===== src/rtl/issue_stage_pkg.sv =====
// Shared constants and types for the issue stage: opcode values, the FIFO entry,
// the issue-slot record, and the pre-decode and operand-select helpers.
package constants;
    localparam int issue_depth = 2;

    localparam logic [4:0] opcode_lui    = 5'b01101;
    localparam logic [4:0] opcode_auipc  = 5'b00101;
    localparam logic [4:0] opcode_jal    = 5'b11011;
    localparam logic [4:0] opcode_branch = 5'b11000;
    localparam logic [4:0] opcode_store  = 5'b01000;
    localparam logic [4:0] opcode_op     = 5'b01100;
endpackage

package wires;
    import constants::*;

    typedef struct packed {
        logic [31:0] pc;
        logic [31:0] instr;
        logic        error;
    } issue_entry_type;

    typedef struct packed {
        logic        valid;
        logic [31:0] pc;
        logic [31:0] instr;
        logic        error;
        logic [4:0]  waddr;
        logic        rden1;
        logic        rden2;
        logic [31:0] rdata1;
        logic [31:0] rdata2;
    } issue_reg_type;

    localparam issue_reg_type init_issue_reg = '0;

    // Returns {rden1, rden2}; compressed encodings read no registers.
    function automatic logic [1:0] predecode(input logic [6:0] low7);
        logic [4:0] opcode;
        logic       rd1;
        logic       rd2;
        opcode = low7[6:2];
        rd1    = 1'b0;
        rd2    = 1'b0;
        if (low7[1:0] == 2'b11) begin
            rd1 = !(opcode == opcode_lui || opcode == opcode_auipc || opcode == opcode_jal);
            rd2 = (opcode == opcode_branch || opcode == opcode_store || opcode == opcode_op);
        end
        return {rd1, rd2};
    endfunction

    // x0 is never forwarded: a write to x0 must not leak its data into a reader.
    function automatic logic [31:0] capture_operand(
        input logic        rden,
        input logic [4:0]  rs,
        input logic        fwd_wren,
        input logic [4:0]  fwd_waddr,
        input logic [31:0] fwd_wdata,
        input logic [31:0] rf_rdata
    );
        if (!rden) return '0;
        if (fwd_wren && fwd_waddr == rs && rs != 5'd0) return fwd_wdata;
        if (rs == 5'd0) return '0;
        return rf_rdata;
    endfunction
endpackage


===== src/rtl/issue_stage_if.sv =====
// Bundle between fetch / register file / execute and the issue stage.
// Handshake: an input transfer happens on a rising edge where in_valid and in_ready
// are both 1; once in_valid is raised, in_pc/in_instr/in_error stay stable until taken.
interface issue_stage_if;
    logic        in_valid;
    logic        in_ready;
    logic [31:0] in_pc;
    logic [31:0] in_instr;
    logic        in_error;
    logic [4:0]  rf_raddr1;
    logic [4:0]  rf_raddr2;
    logic [31:0] rf_rdata1;
    logic [31:0] rf_rdata2;
    logic        fwd_wren;
    logic [4:0]  fwd_waddr;
    logic [31:0] fwd_wdata;
    logic        exe_stall;
    logic        iss_valid;
    logic [31:0] iss_pc;
    logic [31:0] iss_instr;
    logic        iss_error;
    logic [4:0]  iss_waddr;
    logic        iss_rden1;
    logic        iss_rden2;
    logic [31:0] iss_rdata1;
    logic [31:0] iss_rdata2;

    modport master (
        output in_valid, in_pc, in_instr, in_error, rf_rdata1, rf_rdata2,
               fwd_wren, fwd_waddr, fwd_wdata, exe_stall,
        input  in_ready, rf_raddr1, rf_raddr2, iss_valid, iss_pc, iss_instr,
               iss_error, iss_waddr, iss_rden1, iss_rden2, iss_rdata1, iss_rdata2
    );

    modport slave (
        input  in_valid, in_pc, in_instr, in_error, rf_rdata1, rf_rdata2,
               fwd_wren, fwd_waddr, fwd_wdata, exe_stall,
        output in_ready, rf_raddr1, rf_raddr2, iss_valid, iss_pc, iss_instr,
               iss_error, iss_waddr, iss_rden1, iss_rden2, iss_rdata1, iss_rdata2
    );
endinterface


===== src/rtl/issue_stage_fifo.sv =====
// Two-entry skid buffer between fetch and the issue slot; full is registered so
// in_ready never depends combinationally on the execute stall.
module issue_fifo
    import wires::*;
#(
    parameter int DEPTH = 2
) (
    input  logic            clock,
    input  logic            reset,
    input  logic            clear,
    input  logic            push,
    input  issue_entry_type push_data,
    input  logic            pop,
    output issue_entry_type head,
    output logic            full,
    output logic            empty
);
    localparam int PTR_W = $clog2(DEPTH);
    localparam int CNT_W = $clog2(DEPTH + 1);

    issue_entry_type  mem_q [DEPTH];
    issue_entry_type  mem_d [DEPTH];
    logic [PTR_W-1:0] wr_ptr_q, wr_ptr_d;
    logic [PTR_W-1:0] rd_ptr_q, rd_ptr_d;
    logic [CNT_W-1:0] count_q, count_d;

    always_comb begin
        mem_d    = mem_q;
        wr_ptr_d = wr_ptr_q;
        rd_ptr_d = rd_ptr_q;
        count_d  = count_q;
        if (clear) begin
            wr_ptr_d = '0;
            rd_ptr_d = '0;
            count_d  = '0;
        end else begin
            if (push) begin
                mem_d[wr_ptr_q] = push_data;
                wr_ptr_d        = wr_ptr_q + 1'b1;
            end
            if (pop) begin
                rd_ptr_d = rd_ptr_q + 1'b1;
            end
            count_d = count_q + CNT_W'(push) - CNT_W'(pop);
        end
    end

    // Storage is zeroed on reset so the register-file addresses read 0 out of reset.
    always_ff @(posedge clock) begin
        if (reset) begin
            for (int i = 0; i < DEPTH; i++) mem_q[i] <= '0;
            wr_ptr_q <= '0;
            rd_ptr_q <= '0;
            count_q  <= '0;
        end else begin
            mem_q    <= mem_d;
            wr_ptr_q <= wr_ptr_d;
            rd_ptr_q <= rd_ptr_d;
            count_q  <= count_d;
        end
    end

    assign head  = mem_q[rd_ptr_q];
    assign full  = (count_q == CNT_W'(DEPTH));
    assign empty = (count_q == '0);
endmodule


===== src/rtl/issue_stage.sv =====
// Issue stage: skid FIFO feeding one registered issue slot; operands are read from
// the FIFO head with same-cycle forwarding from execute, and captured on load.
module issue_stage
    import constants::*;
    import wires::*;
#(
    parameter int DEPTH = issue_depth
) (
    input logic         clock,
    input logic         reset,
    input logic         clear,
    issue_stage_if.slave bus
);
    issue_entry_type push_data;
    issue_entry_type head;
    issue_reg_type   slot_q, slot_d;
    logic            push, pop, full, empty, head_valid;
    logic [4:0]      rs1, rs2;
    logic [1:0]      rden;
    logic [31:0]     opnd1, opnd2;

    assign push_data  = '{pc: bus.in_pc, instr: bus.in_instr, error: bus.in_error};
    assign bus.in_ready = ~full;
    assign push       = bus.in_valid & ~full & ~clear;
    assign head_valid = ~empty;
    assign pop        = head_valid & (~slot_q.valid | ~bus.exe_stall) & ~clear;

    issue_fifo #(.DEPTH(DEPTH)) u_fifo (
        .clock     (clock),
        .reset     (reset),
        .clear     (clear),
        .push      (push),
        .push_data (push_data),
        .pop       (pop),
        .head      (head),
        .full      (full),
        .empty     (empty)
    );

    // Sources are presented from the head every cycle, popped or not.
    assign rs1           = head.instr[19:15];
    assign rs2           = head.instr[24:20];
    assign bus.rf_raddr1 = rs1;
    assign bus.rf_raddr2 = rs2;
    assign rden          = predecode(head.instr[6:0]);
    assign opnd1 = capture_operand(rden[1], rs1, bus.fwd_wren, bus.fwd_waddr,
                                   bus.fwd_wdata, bus.rf_rdata1);
    assign opnd2 = capture_operand(rden[0], rs2, bus.fwd_wren, bus.fwd_waddr,
                                   bus.fwd_wdata, bus.rf_rdata2);

    always_comb begin
        slot_d = slot_q;
        if (clear) begin
            slot_d = init_issue_reg;
        end else if (pop) begin
            slot_d.valid  = 1'b1;
            slot_d.pc     = head.pc;
            slot_d.instr  = head.instr;
            slot_d.error  = head.error;
            slot_d.waddr  = head.instr[11:7];
            slot_d.rden1  = rden[1];
            slot_d.rden2  = rden[0];
            slot_d.rdata1 = opnd1;
            slot_d.rdata2 = opnd2;
        end else if (slot_q.valid && !bus.exe_stall) begin
            slot_d.valid = 1'b0;
        end
    end

    always_ff @(posedge clock) begin
        if (reset) slot_q <= init_issue_reg;
        else       slot_q <= slot_d;
    end

    assign bus.iss_valid  = slot_q.valid;
    assign bus.iss_pc     = slot_q.pc;
    assign bus.iss_instr  = slot_q.instr;
    assign bus.iss_error  = slot_q.error;
    assign bus.iss_waddr  = slot_q.waddr;
    assign bus.iss_rden1  = slot_q.rden1;
    assign bus.iss_rden2  = slot_q.rden2;
    assign bus.iss_rdata1 = slot_q.rdata1;
    assign bus.iss_rdata2 = slot_q.rdata2;
endmodule


===== src/flat_wrapper.sv =====
// flat-port wrapper written by rule: the top's interface ports become plain ports
module issue_stage_flat import constants::*; import wires::*;
#(
    parameter int DEPTH = issue_depth
)
  (clock, reset, clear, bus_in_valid, bus_in_pc, bus_in_instr, bus_in_error, bus_rf_rdata1, bus_rf_rdata2, bus_fwd_wren, bus_fwd_waddr, bus_fwd_wdata, bus_exe_stall, bus_in_ready, bus_rf_raddr1, bus_rf_raddr2, bus_iss_valid, bus_iss_pc, bus_iss_instr, bus_iss_error, bus_iss_waddr, bus_iss_rden1, bus_iss_rden2, bus_iss_rdata1, bus_iss_rdata2);
  issue_stage_if bus_i ();
  input logic clock;
  input logic reset;
  input logic clear;
  input wire logic [$bits(bus_i.in_valid)-1:0] bus_in_valid;
  input wire logic [$bits(bus_i.in_pc)-1:0] bus_in_pc;
  input wire logic [$bits(bus_i.in_instr)-1:0] bus_in_instr;
  input wire logic [$bits(bus_i.in_error)-1:0] bus_in_error;
  input wire logic [$bits(bus_i.rf_rdata1)-1:0] bus_rf_rdata1;
  input wire logic [$bits(bus_i.rf_rdata2)-1:0] bus_rf_rdata2;
  input wire logic [$bits(bus_i.fwd_wren)-1:0] bus_fwd_wren;
  input wire logic [$bits(bus_i.fwd_waddr)-1:0] bus_fwd_waddr;
  input wire logic [$bits(bus_i.fwd_wdata)-1:0] bus_fwd_wdata;
  input wire logic [$bits(bus_i.exe_stall)-1:0] bus_exe_stall;
  output wire logic [$bits(bus_i.in_ready)-1:0] bus_in_ready;
  output wire logic [$bits(bus_i.rf_raddr1)-1:0] bus_rf_raddr1;
  output wire logic [$bits(bus_i.rf_raddr2)-1:0] bus_rf_raddr2;
  output wire logic [$bits(bus_i.iss_valid)-1:0] bus_iss_valid;
  output wire logic [$bits(bus_i.iss_pc)-1:0] bus_iss_pc;
  output wire logic [$bits(bus_i.iss_instr)-1:0] bus_iss_instr;
  output wire logic [$bits(bus_i.iss_error)-1:0] bus_iss_error;
  output wire logic [$bits(bus_i.iss_waddr)-1:0] bus_iss_waddr;
  output wire logic [$bits(bus_i.iss_rden1)-1:0] bus_iss_rden1;
  output wire logic [$bits(bus_i.iss_rden2)-1:0] bus_iss_rden2;
  output wire logic [$bits(bus_i.iss_rdata1)-1:0] bus_iss_rdata1;
  output wire logic [$bits(bus_i.iss_rdata2)-1:0] bus_iss_rdata2;
  assign bus_i.in_valid = bus_in_valid;
  assign bus_i.in_pc = bus_in_pc;
  assign bus_i.in_instr = bus_in_instr;
  assign bus_i.in_error = bus_in_error;
  assign bus_i.rf_rdata1 = bus_rf_rdata1;
  assign bus_i.rf_rdata2 = bus_rf_rdata2;
  assign bus_i.fwd_wren = bus_fwd_wren;
  assign bus_i.fwd_waddr = bus_fwd_waddr;
  assign bus_i.fwd_wdata = bus_fwd_wdata;
  assign bus_i.exe_stall = bus_exe_stall;
  assign bus_in_ready = bus_i.in_ready;
  assign bus_rf_raddr1 = bus_i.rf_raddr1;
  assign bus_rf_raddr2 = bus_i.rf_raddr2;
  assign bus_iss_valid = bus_i.iss_valid;
  assign bus_iss_pc = bus_i.iss_pc;
  assign bus_iss_instr = bus_i.iss_instr;
  assign bus_iss_error = bus_i.iss_error;
  assign bus_iss_waddr = bus_i.iss_waddr;
  assign bus_iss_rden1 = bus_i.iss_rden1;
  assign bus_iss_rden2 = bus_i.iss_rden2;
  assign bus_iss_rdata1 = bus_i.iss_rdata1;
  assign bus_iss_rdata2 = bus_i.iss_rdata2;
  issue_stage #(.DEPTH(DEPTH)) u_core (.clock(clock), .reset(reset), .clear(clear), .bus(bus_i));
endmodule

===== config.mk =====
export PLATFORM = sky130hd
export DESIGN_NAME = issue_stage_flat
export DESIGN_NICKNAME = d
export VERILOG_FILES = /design/src/rtl/issue_stage_pkg.sv /design/src/rtl/issue_stage_if.sv /design/src/rtl/issue_stage_fifo.sv /design/src/rtl/issue_stage.sv /design/src/flat_wrapper.sv
export SDC_FILE = /design/constraint.sdc
export NUM_CORES = 1
export LEC_CHECK = 0
export BUFFER_PORTS_ARGS = -buffer_cell sky130_fd_sc_hd__buf_2
export CAP_MARGIN = 20
export CORE_MARGIN = 5
export CORE_UTILIZATION = 30
export CTS_BUF_LIST = sky130_fd_sc_hd__clkbuf_8 sky130_fd_sc_hd__clkbuf_16
export CTS_CLUSTER_SIZE = 20
export DETAILED_ROUTE_END_ITERATION = 16
export GPL_ROUTABILITY_DRIVEN = 0
export HOLD_SLACK_MARGIN = 0.06
export SETUP_SLACK_MARGIN = 0.4
export SYNTH_ARGS = -nofsm -noshare
export SYNTH_HDL_FRONTEND = slang
export SYNTH_SLANG_ARGS = --single-unit

===== constraint.sdc =====
create_clock -name clock -period 5.5 [get_ports clock]
set_clock_uncertainty 0.15 [all_clocks]
set_input_delay 0.55 -clock clock [delete_from_list [all_inputs] [get_ports clock]]
set_output_delay 0.55 -clock clock [all_outputs]
set_load 0.1 [all_outputs]

==> metrics.csv, run 1 <==
metric;value;unit
fin_crit_sh;70.48;%
worstRegToRegCells;7;
reg2reg_from;u_core.u_fifo.rd_ptr_q;
finalSetupTns;0;ns
netlist_area;0.01127;sq mm
synth_cell_types;40;
synth-simple-area-share;22.84;%
finalSetupViolations;0;
grt_use_total;17.00;%
peakVddDrop;230.9;uV
wl_met3;3359;um
crit_start;u_core.u_fifo.rd_ptr_q;
syn_nets;1505;
tightestPinTransition;1.056;ns
crit_path_start_kind;flip-flop;
min_period;3.877;ns
hpwlAfterDp;25080;um
wirelength;37360;um
num_vias;10684;
first_iter_violations;608;
end_kind;flip-flop;
synth_top_flop_cell;dfxtp_1;
hold_viol_final;0;
cts_root_buf;clkbuf_16;
status;finished clean;
viasPerCell;4.872;
hp-start;bus_in_pc[23];
synthTopCellsByCount;nand2_1 (329), dfxtp_1 (266), a21oi_1 (137);
port_buffers;319;
dp_cells;2044;
met1_length;15510;um
yosysWarnings;0;
wl_per_cell;17.03;um
drtPass1Iterations;5;
grt_pass1_vias;10485;
numCtsBuffers;31;
grt_pass1_wl;57930;um
ys_seq_area_share;47.26;%
io_pins;320;
fin_nets;1829;
cpPeakStageDelay;0.87;ns
clkTransAtPathRegs;0.06;ns
synth-seq-cells;266;
synthTopCellsByArea;dfxtp_1 (47%), nand2_1 (11%), a21oi_1 (6.1%);
synth_xor_area_share;0.9328;%
grt_overflow;0;
yosysMostFrequentCell;nand2_1;
htree_levels;1;
rsz0062_at_grt;no;
synth_adder_area_share;0.2221;%
synth_top_area_cell;dfxtp_1;
syn2layout_area_growth;33.34;%
drive_gt1_share;27.20;%
rows;71;
dieArea;0.04153;sq mm
slew_headroom;29.43;%
drc;0;
nFillCells;3760;
synthCells;1331;
worst-endpoint-required;5.82;ns
ant_nets;0;
hold_ws;0.09799;ns
crit_fanout;35;
cp_slowest_cell;and2_2;
core;0.03740;sq mm
async_flop_share;0;%
critical_path.cell_chain;mux2i_1 > xnor2_1 > a2111oi_4 > buf_4 > and2_2 > o211ai_2 > dlygate4sd3_1;
dr_wl_met2;17470;um
synth_edf_count;0;
p_leak;5.884;nW
synth_top_area_share;47.26;%
cts_setup_buffers;0;
antenna_found_initial;2;
start_util;30.13;%
clockBufferDepth;3;
die_w;203.8;um
synth_mux_area_share;5.841;%
layout.cells.non_filler;2193;
drv_cap;0;
hp-class;in2reg;
hold_depth;3;
synth_compound_area_share;16.66;%
insertion_delay;0.58;ns
fp.dieH;203.8;um
top_layer;met4;
synth_top_family_by_area;simple AND/OR/NAND/NOR gates;
synth.avg_cell_area;8.465;sq um
crit_arrival;4.19;ns
grt_max_degree;84;
cts.sinks;266;
cts_tree;yes;
fmax;258.0;MHz
p_per_area;300.9;mW/mm^2
slew_viol_final;0;
crit_type;reg2reg;
-- power breakdown --
group | switching [mW] | internal (mW) | total, mW | leakage, nW
combinational | 0.326 | 0.156 | 0.482 | 3.19
sequential | 0.0230 | 1.96 | 1.99 | 2.15
clock | 0.835 | 1.22 | 2.05 | 0.545
-- critical path, delay by kind of cell, from the launching register on --
kind	cells	cell delay, ns
AOI/OAI and AO/OA	2	0.48
and+or+nand+nor	1	0.87
DFF	1	0.71
muxes	1	0.39
buffers and inverters	2	0.97
xor gates and xnor gates	1	0.16
-- what timing repair did --
item                      4_1_cts  5_1_grt
resized for setup               0        0
hold endpoints to repair      143        0
hold buffers                   89        0
-- stage by stage --
stage               utilization [%]  setup slack, ns  power [mW]  cell area [sq um]
finish                        40.17            1.623       4.520              15020
global route                  40.16            1.448       4.706              15020
CTS                           40.16            1.616       4.593              15020
detailed placement            35.03            2.128       2.463              13100
global placement              34.90            2.191       2.458              13050
floorplan                         -            2.524       2.308              11270
-- final cells by class --
class	count	area (sq um)	area share [%]
sequential	266	5329	35.47
multi-input combinational	915	5303	35.30
timing repair buffer	427	2665	17.74
clock buffer	35	830.8	5.530
tap	511	639.4	4.256
clock inverter	23	196.4	1.308
inverter	14	55.05	0.3665
antenna	2	5.005	0.03331
-- cells by family (layout without fill, tap and decap cells) --
group,Yosys count,in the layout
adders and majority gates,2,2
buffers and inverters,150,499
AOI/OAI and AO/OA,273,273
and+or+nand+nor,563,563
other,0,2
muxes,65,65
DFF,266,266
xor gates and xnor gates,12,12
-- layer usage --
metal  up-vias  track usage (%)
met5         -                0
met4         0            4.698
met3        60            5.025
met2       384            29.21
met1      4969            20.77
li1       5271                -
-- cells in the final DEF, fill, tap and decap left out, types with 3 or more instances in the layout --
cell type / n
clkbuf_8: 4
nor2_4: 3
dlygate4sd3_1: 89
o211ai_2: 28
xor2_1: 8
nand3_1: 37
a21oi_1: 136
nor2_1: 78
mux2i_1: 62
nand3_2: 28
buf_4: 18
a211oi_1: 65
xnor2_1: 4
nand4_1: 66
and3_1: 3
o211ai_1: 37
inv_1: 24
nand2_1: 329
nor3_1: 4
dfxtp_1: 265
bufinv_16: 3
buf_2: 318
clkbuf_16: 31
clkinv_2: 6
-- flip-flops by register name (all words and copies together) (netlist names) --
| signal | count |
|---|---|
| u_core.bus.iss_rden2 | 1 |
| u_core.u_fifo.count_q | 2 |
| u_core.bus.iss_waddr | 4 |
| u_core.bus.iss_pc | 32 |
| u_core.bus.iss_rdata2 | 32 |
| u_core.bus.iss_instr | 28 |
| u_core.bus.iss_error | 1 |
| u_core.u_fifo.mem_q | 130 |
| u_core.bus.iss_rden1 | 1 |
| u_core.bus.iss_rdata1 | 32 |
| u_core.bus.iss_valid | 1 |
| u_core.u_fifo.wr_ptr_q | 1 |
| u_core.u_fifo.rd_ptr_q | 1 |
-- final timing paths --
path                               end  slack, ns
max          u_core.bus.iss_rdata1[13]       1.62
min            u_core.u_fifo.mem_q[56]        0.1
max reg2reg  u_core.bus.iss_rdata1[13]       1.62
min reg2reg   u_core.u_fifo.mem_q[105]       0.30
No activity file was read; power rests on OpenSTA's default activity.
==> run 2, diff against run 1 <==
--- a/config.mk
+++ b/config.mk
@@ -5,6 +5,7 @@
 export SDC_FILE = /design/constraint.sdc
 export NUM_CORES = 1
 export LEC_CHECK = 0
+export ABC_AREA = 1
 export BUFFER_PORTS_ARGS = -buffer_cell sky130_fd_sc_hd__buf_2
 export CAP_MARGIN = 20
 export CORE_MARGIN = 5
==> constraint.sdc (replaced) <==
create_clock -name clock -period 3.2 [get_ports clock]
set_clock_uncertainty 0.15 [all_clocks]
set_input_delay 0.32 -clock clock [delete_from_list [all_inputs] [get_ports clock]]
set_output_delay 0.32 -clock clock [all_outputs]
set_load 0.1 [all_outputs]
==> run 2 against run 1 <==
Sequential power is 73% higher. Sequential share of layout area shrank 2.0 points. Clock power up 73%. First-iteration DRC count increased by 44%. Synthesized area grew 0.41%. Power increased by 80%. Core utilization up 2.3 points. Highest routed layer is now met5.
==> metrics.csv, run 2 <==
metric;value;unit;change
viasPerCell;4.720;;-3.1%
yosysMostFrequentCell;nand2_1;;
layout_setup_ws;0.6009;ns;-1.022 ns
cts_tree;yes;;
crit_family;buffers and inverters;;
finalSetupViolations;0;;unchanged
syn_nets;1791;;+19%
cts_root_buf;clkbuf_16;;
clockBufferDepth;3;;unchanged
final_cell_mix;nand2_1 (397), buf_2 (317), dfxtp_1 (265);;
synth_cell_types;22;;-45%
synthCells;1617;;+21%
path_buf_inv;3;;+1
largest-register;u_core.u_fifo.mem_q;;
die_w;204.2;um;+0.20%
seq_area;0.005326;sq mm;about the same
final_common_cell;nand2_1;;
yosysWarnings;0;;unchanged
p_per_area;510.2;mW/mm^2;+70%
hold_ws;0.1836;ns;+0.08562 ns
fin_util;42.49;%;+2.3 points
synth_top_flop_cell;dfxtp_1;;
timing.rr.end;u_core.bus.iss_rdata2[19];;
final_area;0.01593;sq mm;+6.0%
synthTopCellsByArea;dfxtp_1 (47%), nand2_1 (13%), o21ai_0 (8.1%);;
fin_nets;2188;;+20%
cpMostUsedCell;nand2_1;;
crit_arrival;2.13;ns;-2.06 ns
cts_setup_buffers;0;;unchanged
fin_crit_sh;81.22;%;
use_met2;29.23;%;about the same
use_met3;4.983;%;-0.042 points
async_flop_share;0;%;unchanged
slew_viol_final;0;;unchanged
finalSetupTns;0;ns;unchanged
slew_headroom;44.43;%;+15 points
first_iter_violations;878;;+44%
synth-seq-cells;266;;unchanged
grt_use_total;18.21;%;+1.2 points
rsz0062_at_grt;no;;
reg2reg_from;u_core.u_fifo.rd_ptr_q;;
dieArea;0.04170;sq mm;+0.39%
port_buffers;319;;unchanged
rows;71;;unchanged
critical_path.cell_chain;clkinv_2 > nand2_1 > nand2_1 > inv_1 > buf_2;;
p_leak;7.162;nW;+22%
htree_levels;1;;unchanged
crit_type;reg2out;;
cpPeakStageDelay;0.42;ns;-0.45 ns
multi_input_area;0.004911;sq mm;-7.4%
hold_viol_final;0;;unchanged
netlist_area;0.01131;sq mm;+0.41%
start_util;30.18;%;+0.052 points
endpoint;bus_rf_raddr2[1];;
largest_register_ff_count;130;;unchanged
status;finished clean;;
wl_per_cell;15.74;um;-7.6%
cp_slowest_cell;buf_2;;
num_vias;12049;;+13%
crit_path_start_kind;flip-flop;;
worst-endpoint-required;2.73;ns;-3.09 ns
antenna_found_initial;4;;+2
nFillCells;3833;;+1.9%
wirelength;40180;um;+7.6%
drive_gt1_share;20.18;%;-7.0 points
synth_top_area_cell;dfxtp_1;;
grt_max_degree;131;;+56%
numCtsBuffers;30;;-3.2%
place_area;0.01320;sq mm;+0.79%
end_kind;output pin;;
peakVddDrop;390.2;uV;+69%
drv_cap;0;;unchanged
crit_start;u_core.u_fifo.rd_ptr_q;;
hp-class;in2reg;;
fmax;384.8;MHz;
synthTopCellsByCount;nand2_1 (397), dfxtp_1 (266), o21ai_0 (182);;
synth_top_area_share;47.07;%;-0.19 points
grt_pass1_wl;62050;um;+7.1%
min_period;2.599;ns;
ys_seq_area_share;47.07;%;-0.19 points
cts.sinks;266;;unchanged
io_pins;320;;unchanged
crit_fanout;29;;-17%
busiest_layer;met2;;
fp.dieH;204.2;um;+0.20%
cp_num_cells;5;;-2
clkTransAtPathRegs;0.06;ns;about the same
ant_nets;0;;unchanged
tightestPinTransition;0.8323;ns;-0.2236 ns
synth_edf_count;0;;unchanged
hpwlAfterDp;25240;um;+0.64%
synth.avg_cell_area;6.997;sq um;-17%
grt_pass1_vias;11308;;+7.8%
syn2layout_area_growth;40.81;%;
grtUsageMet1;24.06;%;+3.3 points
reg2reg_slack;0.64;ns;-0.98 ns
place_ws;0.5380;ns;-1.590 ns
worstRegToRegCells;10;;+3
insertion_delay;0.56;ns;-0.02 ns
grt_overflow;0;;unchanged
drtPass1Iterations;6;;+1
core;0.03749;sq mm;+0.24%
drc;0;;unchanged
==> run 2: cell count changes after synthesis, sizes merged, moves of 48 or more <==
cell / delta
a211oi: -65
a31oi: +48
inv: +118
mux2i: -62
nand2: +72
nand3: +86
nand4: -66
o211ai: -65
o21ai: +186
==> run 2: worst min-delay path by stage <==
stage,start,to,cells after the start
after floorplan,u_core.u_fifo.mem_q[100],u_core.u_fifo.mem_q[100],2
after global placement,u_core.u_fifo.mem_q[99],u_core.u_fifo.mem_q[99],2
after detailed placement,u_core.u_fifo.mem_q[106],u_core.u_fifo.mem_q[106],2
after CTS,bus_in_valid,u_core.u_fifo.wr_ptr_q,6
after global routing,bus_in_valid,u_core.u_fifo.wr_ptr_q,6
final,bus_in_valid,u_core.u_fifo.wr_ptr_q,6
==> run 2: layer usage <==
| metal | part of all wire, % | wire length [um] | vias to the layer above |
|---|---|---|---|
| li1 | - | - | 6037 |
| met1 | 43 | 17200 | 5405 |
| met2 | 45 | 17940 | 524 |
| met3 | 9.5 | 3812 | 81 |
| met4 | 3.0 | 1210 | 2 |
| met5 | 0.032 | 13 | - |
==> run 2: timing repair <==
item,in CTS,in global routing
hold endpoints to repair,195,0
setup endpoints to repair,0,4
hold buffers,162,0
resized for setup,0,1
==> run 2: worst reg2reg max path, cell delays in order, from the launching register on <==
cell	delay [ns]
dfxtp_2	0.33
buf_4	0.36
nand2_1	0.17
nand2_1	0.15
nand3_1	0.09
nor2_1	0.21
nor2_2	0.07
nand2_2	0.52
nand2_1	0.15
nand3_1	0.15
a21oi_1	0.08
==> run 2: layout make-up <==
type | count | share of cell area (%)
diodes | 5 | 0.07854
clock buffers | 39 | 5.490
clock inverters | 16 | 1.013
inverters | 132 | 3.118
multi-input cells | 1082 | 30.83
flip-flops and latches | 266 | 33.44
well taps | 511 | 4.014
repair buffers | 502 | 22.02
==> run 2: per-stage QoR <==
| step | instances | power, mW |
|---|---|---|
| after global routing | 2551 | 8.509 |
| after floorplan | 1617 | 4.159 |
| after CTS | 2546 | 8.194 |
| final | 2553 | 8.127 |
| after detailed placement | 2329 | 4.461 |
| after global placement | 2329 | 4.450 |
==> run 2: cell families after synthesis <==
family / after synthesis / synth area share (%)
AO/OA/AOI/OAI: 398 / 18.16
XOR/XNOR: 1 / 0.07743
adder cells (fa/ha/maj): 2 / 0.2212
buffers and inverters: 269 / 9.821
flip-flops: 266 / 47.07
AND/OR/NAND/NOR: 681 / 24.65
==> run 2: power breakdown <==
part | switching (mW) | leakage (nW) | internal, mW
Sequential | 0.0413 | 2.16 | 3.40
Clock | 1.39 | 0.536 | 2.15
Combinational | 0.725 | 4.47 | 0.419
